--- config.mk ---
export PLATFORM = sky130hd
export DESIGN_NAME = change_dispenser
export DESIGN_NICKNAME = d
export VERILOG_FILES = /design/src/rtl/change_dispenser.sv
export SDC_FILE = /design/constraint.sdc
export NUM_CORES = 1
export LEC_CHECK = 0
export BUFFER_PORTS_ARGS = -buffer_cell sky130_fd_sc_hd__clkbuf_2
export CELL_PAD_IN_SITES_DETAIL_PLACEMENT = 1
export CELL_PAD_IN_SITES_GLOBAL_PLACEMENT = 2
export CORE_UTILIZATION = 35
export DETAILED_ROUTE_END_ITERATION = 6
export GPL_TIMING_DRIVEN = 1
export PLACE_DENSITY = 0.78
export SETUP_SLACK_MARGIN = 0.05
export SYNTH_ARGS = -nofsm -noshare
export SYNTH_HDL_FRONTEND = slang
export SYNTH_SLANG_ARGS = --single-unit
--- constraint.sdc ---
create_clock -name clk -period 2.4 [get_ports clk]
set_clock_uncertainty 0.1 [all_clocks]
set_input_delay 0.12 -clock clk [delete_from_list [all_inputs] [get_ports clk]]
set_output_delay 0.12 -clock clk [all_outputs]
set_load 0.005 [all_outputs]
--- src/rtl/change_dispenser.sv ---
// Change dispenser: releases the product with a timed motor pulse, then pays
// the owed change out one coin at a time through a req/ack coin hopper.
// Coins are paid largest first (2s, then a single 1). A hopper that never
// acknowledges a request locks the block in FAULT until reset.
module change_dispenser #(
    parameter int PRODUCT_CYCLES = 4,
    parameter int ACK_TIMEOUT    = 8
) (
    input  logic       clk,
    input  logic       reset,
    input  logic       d,
    input  logic [2:0] r,
    input  logic       ack,
    output logic       vend_motor,
    output logic       eject_two,
    output logic       eject_one,
    output logic       busy,
    output logic       fault,
    output logic [2:0] paid,
    output logic [2:0] cs
);

    typedef enum logic [2:0] {
        IDLE  = 3'd0,
        VEND  = 3'd1,
        EJECT = 3'd2,
        GAP   = 3'd3,
        FAULT = 3'd4
    } state_t;

    localparam int CW = $clog2(PRODUCT_CYCLES + 1);
    localparam int TW = $clog2(ACK_TIMEOUT + 1);
    localparam logic [CW-1:0] CNT_LAST = CW'(PRODUCT_CYCLES - 1);
    localparam logic [TW-1:0] TMR_LAST = TW'(ACK_TIMEOUT - 1);

    state_t        state, nxt;
    logic [2:0]    bal, bal_n, paid_n, coin;
    logic [CW-1:0] cnt, cnt_n;
    logic [TW-1:0] tmr, tmr_n;

    // The coin on offer depends only on the remaining balance, so it stays
    // constant for the whole time a request is held.
    assign coin = (bal >= 3'd2) ? 3'd2 : 3'd1;
    assign cs   = state;

    // Next-state and datapath decisions; outputs are registered from these.
    always_comb begin
        nxt    = state;
        bal_n  = bal;
        paid_n = paid;
        cnt_n  = cnt;
        tmr_n  = tmr;
        case (state)
            IDLE: begin
                if (d) begin
                    nxt    = VEND;
                    bal_n  = r;
                    paid_n = 3'd0;
                    cnt_n  = '0;
                end
            end
            VEND: begin
                if (cnt == CNT_LAST) begin
                    cnt_n = '0;
                    tmr_n = '0;
                    nxt   = (bal != 3'd0) ? EJECT : IDLE;
                end else begin
                    cnt_n = cnt + CW'(1);
                end
            end
            EJECT: begin
                // An acknowledge on the timeout edge still counts as a success.
                if (ack) begin
                    bal_n  = bal - coin;
                    paid_n = paid + coin;
                    tmr_n  = '0;
                    nxt    = GAP;
                end else if (tmr == TMR_LAST) begin
                    nxt = FAULT;
                end else begin
                    tmr_n = tmr + TW'(1);
                end
            end
            GAP: begin
                tmr_n = '0;
                nxt   = (bal != 3'd0) ? EJECT : IDLE;
            end
            FAULT: begin
                nxt = FAULT;
            end
            default: begin
                nxt = IDLE;
            end
        endcase
    end

    // State, datapath and registered outputs, all cleared by the async reset.
    always_ff @(posedge clk or negedge reset) begin
        if (!reset) begin
            state      <= IDLE;
            bal        <= 3'd0;
            paid       <= 3'd0;
            cnt        <= '0;
            tmr        <= '0;
            vend_motor <= 1'b0;
            eject_two  <= 1'b0;
            eject_one  <= 1'b0;
            busy       <= 1'b0;
            fault      <= 1'b0;
        end else begin
            state      <= nxt;
            bal        <= bal_n;
            paid       <= paid_n;
            cnt        <= cnt_n;
            tmr        <= tmr_n;
            vend_motor <= (nxt == VEND);
            eject_two  <= (nxt == EJECT) && (bal_n >= 3'd2);
            eject_one  <= (nxt == EJECT) && (bal_n <  3'd2);
            busy       <= (nxt != IDLE);
            fault      <= (nxt == FAULT);
        end
    end

endmodule

==> insert_results.sql, run 1 <==
INSERT INTO impl_metrics (metric_group, metric, value, unit) VALUES
('timing', 'holdWs', '0.0550', 'ns'),
('critical_path', 'cpPeakStageDelay', '0.48', 'ns'),
('detailed_routing', 'vias', '910', ''),
('floorplanning', 'die_x', '60.0', 'µm'),
('layout', 'most_common_library_cell_in_the_layout_ignoring_fill_and_taps', 'sky130_fd_sc_hd__dfrtp_1', ''),
('timing', 'timing_worst_slew_pin_value', '0.540', 'ns'),
('detailed_routing', 'drt-initial-drc-count', '30', ''),
('power', 'power', '1.37', 'mW'),
('logic_synthesis', 'synth_area_leader_cell', 'sky130_fd_sc_hd__dfrtp_1', ''),
('critical_path', 'worst-endpoint-arrival', '2.16', 'ns'),
('placement', 'dp_hpwl', '1920', 'µm'),
('global_route', 'grt_first_pass_wirelength', '4470', 'µm'),
('layout', 'final_layout_size_suffix_gt1_share', '22.7', '%'),
('placement', 'portBuffers', '17', ''),
('detailed_routing', 'drc_violations_left', '0', ''),
('layout', 'finalCoreUtilization', '42.0', '%'),
('logic_synthesis', 'yosys_warnings', '0', ''),
('clock_network', 'cts.sinks', '21', ''),
('detailed_routing', 'ant_nets', '0', ''),
('timing', 'timing.final.max_slew_violations', '0', ''),
('worst_hold_path', 'worstHoldPathType', 'primary input to register', ''),
('critical_path', 'r2r_slack', '0.34', 'ns'),
('power', 'clock_power_share', '12.6', '%'),
('power', 'netSwitchingFraction', '40.9', '%'),
('logic_synthesis', 'synthesized_netlist_net_count', '126', ''),
('layout', 'mostFrequentLayoutCells', 'sky130_fd_sc_hd__dfrtp_1 (21), sky130_fd_sc_hd__clkbuf_2 (17), sky130_fd_sc_hd__nand2_1 (10), sky130_fd_sc_hd__o21ai_0 (9)', ''),
('global_route', 'grt_pass1_vias', '988', ''),
('critical_path', 'worstPathCellList', 'nor3_1 -> inv_1 -> ha_1 -> a22o_1 -> a21o_1 -> o2111a_1', ''),
('critical_path', 'critical_path_required', '2.50', 'ns'),
('global_route', 'globalRouteMet1Util', '22.3', '%'),
('clock_network', 'number_of_levels_in_the_clock_h_tree', '1', ''),
('timing', 'finalSetupViolCount', '0', ''),
('global_route', 'grt_max_degree', '22', ''),
('critical_path', 'worstReg2RegStart', 'bal[2]$_DFF_PN0_', ''),
('run_status', 'outcome', 'complete, no violations', ''),
('clock_network', 'clk_pin_slew', '0.12', 'ns'),
('logic_synthesis', 'synth-seq-cells', '21', ''),
('critical_path', 'cp_num_buf_inv', '1', ''),
('critical_path', 'crit_fanout', '7', ''),
('layout', 'layout-area-overhead-vs-synth', '11.7', '%'),
('layout', 'final_nets', '145', ''),
('logic_synthesis', 'syn_area_per_cell', '10.3', 'µm²'),
('clock_network', 'cts_tree', 'done', ''),
('timing', 'count_of_final_hold_check_violations', '0', ''),
('timing', 'max_slew_margin', '64.0', '%'),
('logic_synthesis', 'synth.yosys.seq_area_share', '44.7', '%'),
('clock_network', 'cts_root_buffer_type', 'sky130_fd_sc_hd__clkbuf_4', ''),
('detailed_routing', 'routed_wire_length_per_instance', '14.2', 'µm'),
('logic_synthesis', 'synth.distinct_cells', '40', ''),
('global_route', 'antenna_found_initial', '0', ''),
('logic_synthesis', 'synth-edff-count', '0', ''),
('job', 'max_cap_violations', '0', ''),
('logic_synthesis', 'postSynth.asyncResetShare', '100', '%'),
('worst_hold_path', 'hold_path_startpoint', 'r[2]', ''),
('critical_path', 'critPathKind', 'register to register', ''),
('global_route', 'global_route.usage.total', '16.9', '%'),
('layout', 'antennaDiodeCount', '0', ''),
('clock_network', 'clkLatencyLatePin', '0.30', 'ns'),
('critical_path', 'timing_startpoint_of_the_critical_path', 'bal[2]$_DFF_PN0_', ''),
('layout', 'layout.filler_cells', '363', ''),
('timing', 'min_period_over_period', '85.7', '%'),
('global_route', 'grt_util_met3', '1.95', '%'),
('power', 'switching_power', '0.559', 'mW'),
('layout', 'seq_area', '526', 'µm²'),
('global_route', 'busiest_layer', 'met2', ''),
('critical_path', 'critical-path-slowest-cell', 'sky130_fd_sc_hd__dfrtp_1', ''),
('floorplanning', 'fp.dieArea', '3600', 'µm²'),
('power', 'power_report.internal_total', '0.807', 'mW'),
('critical_path', 'worst_setup_path_start_kind', 'register', ''),
('timing', 'grt_setup_unrepaired', 'no', ''),
('detailed_routing', 'via_per_inst', '5.17', '');
==> cell families after synthesis <==
logic type	after synthesis	synth area share, %
compound gates	32	20.2
xor+xnor	1	0.745
fa+ha+maj	5	5.32
buf+inv	13	6.17
flops	21	44.7
mux	3	3.08
simple gates	39	19.8
==> cells in the mapped netlist, types with 2 or more instances <==
cell type and n:
sky130_fd_sc_hd__a21boi_0 2, sky130_fd_sc_hd__a21oi_1 4, sky130_fd_sc_hd__a22o_1 2, sky130_fd_sc_hd__a31oi_1 2, sky130_fd_sc_hd__buf_6 3, sky130_fd_sc_hd__dfrtp_1 21, sky130_fd_sc_hd__ha_1 5, sky130_fd_sc_hd__inv_1 7
sky130_fd_sc_hd__inv_2 2, sky130_fd_sc_hd__nand2_1 10, sky130_fd_sc_hd__nand2b_1 3, sky130_fd_sc_hd__nand3_1 4, sky130_fd_sc_hd__nor2_1 7, sky130_fd_sc_hd__nor2b_1 2, sky130_fd_sc_hd__nor3_1 4, sky130_fd_sc_hd__o21ai_0 9
sky130_fd_sc_hd__o22ai_1 3, sky130_fd_sc_hd__or3_1 2
==> worst register-to-register path, stage by stage (launching register included) <==
cell and delay [ns]:
sky130_fd_sc_hd__dfrtp_1 0.48, sky130_fd_sc_hd__nor3_1 0.38, sky130_fd_sc_hd__inv_1 0.08, sky130_fd_sc_hd__ha_1 0.27, sky130_fd_sc_hd__a22o_1 0.21, sky130_fd_sc_hd__a21o_1 0.19
sky130_fd_sc_hd__o2111a_1 0.25
==> per-layer routing <==
layer  part of all wire [%]  up-vias  wire [µm]
met5                      0        -          0
met4                   0.76        0         19
met3                    1.8        2         45
met2                     51       12       1270
met1                     47      445       1170
li1                       -      451          -
==> state kept, by name, indices dropped and copies added, names as in the netlist <==
signal	count
eject_one	1
vend_motor	1
fault	1
cs	3
busy	1
tmr	4
bal	3
cnt	3
paid	3
eject_two	1
==> area by class of cell <==
| cell class | count | share of cell area [%] |
|---|---|---|
| clock buffer | 4 | 2.00 |
| inverter | 9 | 2.57 |
| multi-input combinational | 80 | 44.0 |
| sequential | 21 | 40.0 |
| tap | 44 | 4.19 |
| timing repair buffer | 18 | 7.24 |
==> worst paths after layout <==
kind,end,depth (start not counted)
worst max register to register,eject_two$_DFF_PN0_,6
worst min register to register,cnt[1]$_DFFE_PN0P_,1
worst max-delay path,eject_two$_DFF_PN0_,6
min in group asynchronous,paid[2]$_DFFE_PN0P_,2
worst min-delay path,bal[2]$_DFF_PN0_,2
max in group asynchronous,tmr[1]$_DFFE_PN0P_,2
==> power groups by stage <==
stage | registers [mW] | clock network [mW] | logic [mW]
final | 0.598 | 0.172 | 0.596
after global routing | 0.623 | 0.190 | 0.687
after floorplan | 0.550 | 0 | 0.495
after global placement | 0.596 | 0 | 0.584
after detailed placement | 0.605 | 0 | 0.609
after CTS | 0.599 | 0.183 | 0.609
==> what timing repair did <==
item | 4_1_cts | 5_1_grt
hold buffers | 1 | 0
gates resized for setup | 0 | 0
endpoints found under the hold margin | 21 | 0
==> metrics by stage <==
step	instances	instance area, µm²	worst slack, ns
2_1_floorplan	114	1180	0.551
6_report	176	1310	0.343
3_5_place_dp	171	1280	0.351
5_1_grt	176	1310	0.203
3_3_place_gp	171	1280	0.458
4_1_cts	176	1310	0.331
Note: power is estimated with default switching activity, not from simulation.
==> run 2, diff against run 1 <==
--- a/config.mk
+++ b/config.mk
@@ -8,10 +8,10 @@
 export BUFFER_PORTS_ARGS = -buffer_cell sky130_fd_sc_hd__clkbuf_2
 export CELL_PAD_IN_SITES_DETAIL_PLACEMENT = 1
 export CELL_PAD_IN_SITES_GLOBAL_PLACEMENT = 2
-export CORE_UTILIZATION = 35
+export CORE_UTILIZATION = 32
 export DETAILED_ROUTE_END_ITERATION = 6
 export GPL_TIMING_DRIVEN = 1
-export PLACE_DENSITY = 0.78
+export PLACE_DENSITY = 0.75
 export SETUP_SLACK_MARGIN = 0.05
 export SYNTH_ARGS = -nofsm -noshare
 export SYNTH_HDL_FRONTEND = slang
==> constraint.sdc (replaced) <==
create_clock -name clk -period 1.7 [get_ports clk]
set_clock_uncertainty 0.1 [all_clocks]
set_input_delay 0.085 -clock clk [delete_from_list [all_inputs] [get_ports clk]]
set_output_delay 0.085 -clock clk [all_outputs]
set_load 0.005 [all_outputs]
==> run 2 against run 1 <==
The run now ends with negative setup slack left; sequential share of layout area is 8.7 points lower; first-iteration DRC count is 50% lower; clock power increased by 42%; global-route usage is 0.39 points higher; register-to-register slack worse by 0.47 ns; critical path type unchanged; largest cell class unchanged.
==> insert_results.sql, run 2 (synthesis results as in run 1) <==
INSERT INTO impl_metrics (metric_group, metric, value, unit) VALUES
('run_status', 'failing_checks', 'negative setup slack', ''),
('detailed_routing', 'via_per_inst', '4.98', ''),
('detailed_routing', 'vias', '1066', ''),
('critical_path', 'cp_capture_type', 'register', ''),
('placement', 'numPlacedInstances', '197', ''),
('clock_network', 'cts_root_buffer_type', 'sky130_fd_sc_hd__clkbuf_4', ''),
('floorplanning', 'floorplan.io_pins', '18', ''),
('critical_path', 'path_delay_family', 'compound AO/OA/AOI/OAI gates', ''),
('timing', 'timing.final.ws_setup', '-0.123', 'ns'),
('power', 'vdd.ir_drop.worst', '772', 'µV'),
('critical_path', 'critical_path_required', '1.81', 'ns'),
('floorplanning', 'die_h', '62.6', 'µm'),
('global_route', 'grt_max_degree', '22', ''),
('global_route', 'global_route.usage.total', '17.3', '%'),
('run_status', 'outcome', 'finished with violations', ''),
('global_route', 'grt_pass1_vias', '1134', ''),
('layout', 'antennaDiodeCount', '0', ''),
('clock_network', 'max-clock-path-buffers', '2', ''),
('layout', 'layout.filler_cells', '388', ''),
('detailed_routing', 'ant_nets', '0', ''),
('timing', 'holdWs', '0.0620', 'ns'),
('critical_path', 'cp_num_buf_inv', '1', ''),
('layout', 'final_layout_size_suffix_gt1_share', '50.0', '%'),
('clock_network', 'cts_tree', 'done', ''),
('critical_path', 'worst_setup_path_start_kind', 'register', ''),
('placement', 'finalWeightedCongestion', '0.766', ''),
('floorplanning', 'die_x', '62.6', 'µm'),
('detailed_routing', 'routed_wirelength', '3080', 'µm'),
('critical_path', 'worstPathCellList', 'nor3_2 -> inv_1 -> ha_4 -> a22o_1 -> a21o_1 -> o2111a_1', ''),
('floorplanning', 'num_rows', '21', ''),
('layout', 'regMostFlops', 'tmr', ''),
('layout', 'most_common_library_cell_in_the_layout_ignoring_fill_and_taps', 'sky130_fd_sc_hd__buf_4', ''),
('floorplanning', 'start_util', '34.4', '%'),
('worst_hold_path', 'worstHoldPathType', 'primary input to register', ''),
('layout', 'mostFrequentLayoutCells', 'sky130_fd_sc_hd__buf_4 (35), sky130_fd_sc_hd__dfrtp_1 (19), sky130_fd_sc_hd__clkbuf_2 (17), sky130_fd_sc_hd__nand2_1 (10), sky130_fd_sc_hd__inv_1 (6)', ''),
('timing', 'timing.final.max_slew_violations', '0', ''),
('global_route', 'grt_first_pass_wirelength', '5270', 'µm'),
('timing', 'count_of_final_hold_check_violations', '0', ''),
('timing', 'final_critical_period', '1.82', 'ns'),
('detailed_routing', 'drt-initial-drc-count', '15', ''),
('placement', 'portBuffers', '17', ''),
('placement', 'dp_hpwl', '2270', 'µm'),
('clock_network', 'cts.sinks', '21', ''),
('global_route', 'antenna_found_initial', '0', ''),
('clock_network', 'clk_pin_slew', '0.12', 'ns'),
('detailed_routing', 'drc_violations_left', '0', ''),
('timing', 'max_slew_margin', '63.6', '%'),
('global_route', 'grt_remaining_overflow', '0', ''),
('detailed_routing', 'routed_wire_length_per_instance', '14.4', 'µm'),
('timing', 'maxClockFrequency', '548', 'MHz'),
('clock_network', 'clkLatencyLatePin', '0.31', 'ns'),
('floorplanning', 'area_of_the_core', '3420', 'µm²'),
('timing', 'finalSetupViolCount', '3', ''),
('timing', 'min_period_over_period', '107', '%'),
('power', 'total_leakage_power', '0.778', 'nW'),
('timing', 'setup_tns', '-0.222', 'ns'),
('timing', 'grt_setup_unrepaired', 'yes', ''),
('clock_network', 'cts_made_buffers', '3', ''),
('detailed_routing', 'detailedRoute.firstPassIterationCount', '3', ''),
('critical_path', 'r2r_slack', '-0.12', 'ns'),
('power', 'power-per-cell-area', '1520', 'nW/µm²'),
('critical_path', 'crit_fanout', '4', ''),
('critical_path', 'critical-path-slowest-cell', 'sky130_fd_sc_hd__dfrtp_1', ''),
('layout', 'final_nets', '181', ''),
('critical_path', 'cpPeakStageDelay', '0.44', 'ns'),
('clock_network', 'number_of_levels_in_the_clock_h_tree', '1', ''),
('timing', 'timing_worst_slew_pin_value', '0.546', 'ns'),
('critical_path', 'worst-endpoint-arrival', '1.94', 'ns'),
('job', 'max_cap_violations', '0', ''),
('critical_path', 'critPathKind', 'register to register', ''),
('layout', 'layout-area-overhead-vs-synth', '43.4', '%'),
('layout', 'max_reg_flops', '4', ''),
('layout', 'finish.cell_count_without_fillers', '214', ''),
('floorplanning', 'fp.dieArea', '3920', 'µm²');
==> run 2: worst min-delay path, cell delays in order <==
cell and delay, ns:
sky130_fd_sc_hd__clkbuf_2 0.07, sky130_fd_sc_hd__a22o_1 0.11, sky130_fd_sc_hd__a21o_1 0.13, sky130_fd_sc_hd__nor4_2 0.05
==> run 2: layout make-up <==
cell class                 instances  area (µm²)  area share [%]
tap                               46        57.6            3.41
inverter                           9        33.8            2.00
clock buffer                       4        26.3            1.56
multi-input combinational         80         673            39.9
timing repair buffer              54         368            21.8
sequential                        21         528            31.3
==> run 2: path summary, 6_finish.rpt <==
path / from / endpoint / cells after the start
min in group asynchronous: reset / cs[2]$_DFF_PN0_ / 2
max: bal[1]$_DFF_PN0_ / eject_two$_DFF_PN0_ / 6
min reg2reg: paid[2]$_DFFE_PN0P_ / paid[2]$_DFFE_PN0P_ / 2
min: r[1] / eject_one$_DFF_PN0_ / 4
max reg2reg: bal[1]$_DFF_PN0_ / eject_two$_DFF_PN0_ / 6
max in group asynchronous: reset / cs[1]$_DFF_PN0_ / 2
==> run 2: per-stage QoR <==
| stage | util, % | worst slack, ns | instance area, µm² | power [mW] |
|---|---|---|---|---|
| floorplan | - | -0.0350 | 1190 | 1.50 |
| global placement | 43.3 | -0.0673 | 1480 | 1.96 |
| detailed placement | 43.3 | -0.0786 | 1480 | 2.03 |
| CTS | 46.1 | -0.0619 | 1570 | 2.40 |
| global route | 49.4 | -0.202 | 1690 | 2.79 |
| finish | 49.4 | -0.123 | 1690 | 2.57 |
==> run 2: repair_timing <==
item,in CTS,in global routing
endpoints found under the setup margin,8,9
hold buffers,2,0
resized for setup,5,17
buffers inserted,6,7
pin swaps,3,12
hold endpoints to repair,22,0
==> run 2: power by group <==
group / internal, mW / switching (mW)
combinational: 0.849 / 0.675
clock: 0.0917 / 0.153
sequential: 0.653 / 0.148
==> run 2: routing by layer <==
layer / routed length (µm) / part of all wire, % / GRT usage, % / up-vias
li1: - / - / - / 518
met1: 1390 / 45 / 21.1 / 530
met2: 1580 / 51 / 30.8 / 13
met3: 56 / 1.8 / 2.19 / 5
met4: 46 / 1.5 / 6.10 / 0
met5: 0 / 0 / 0 / -
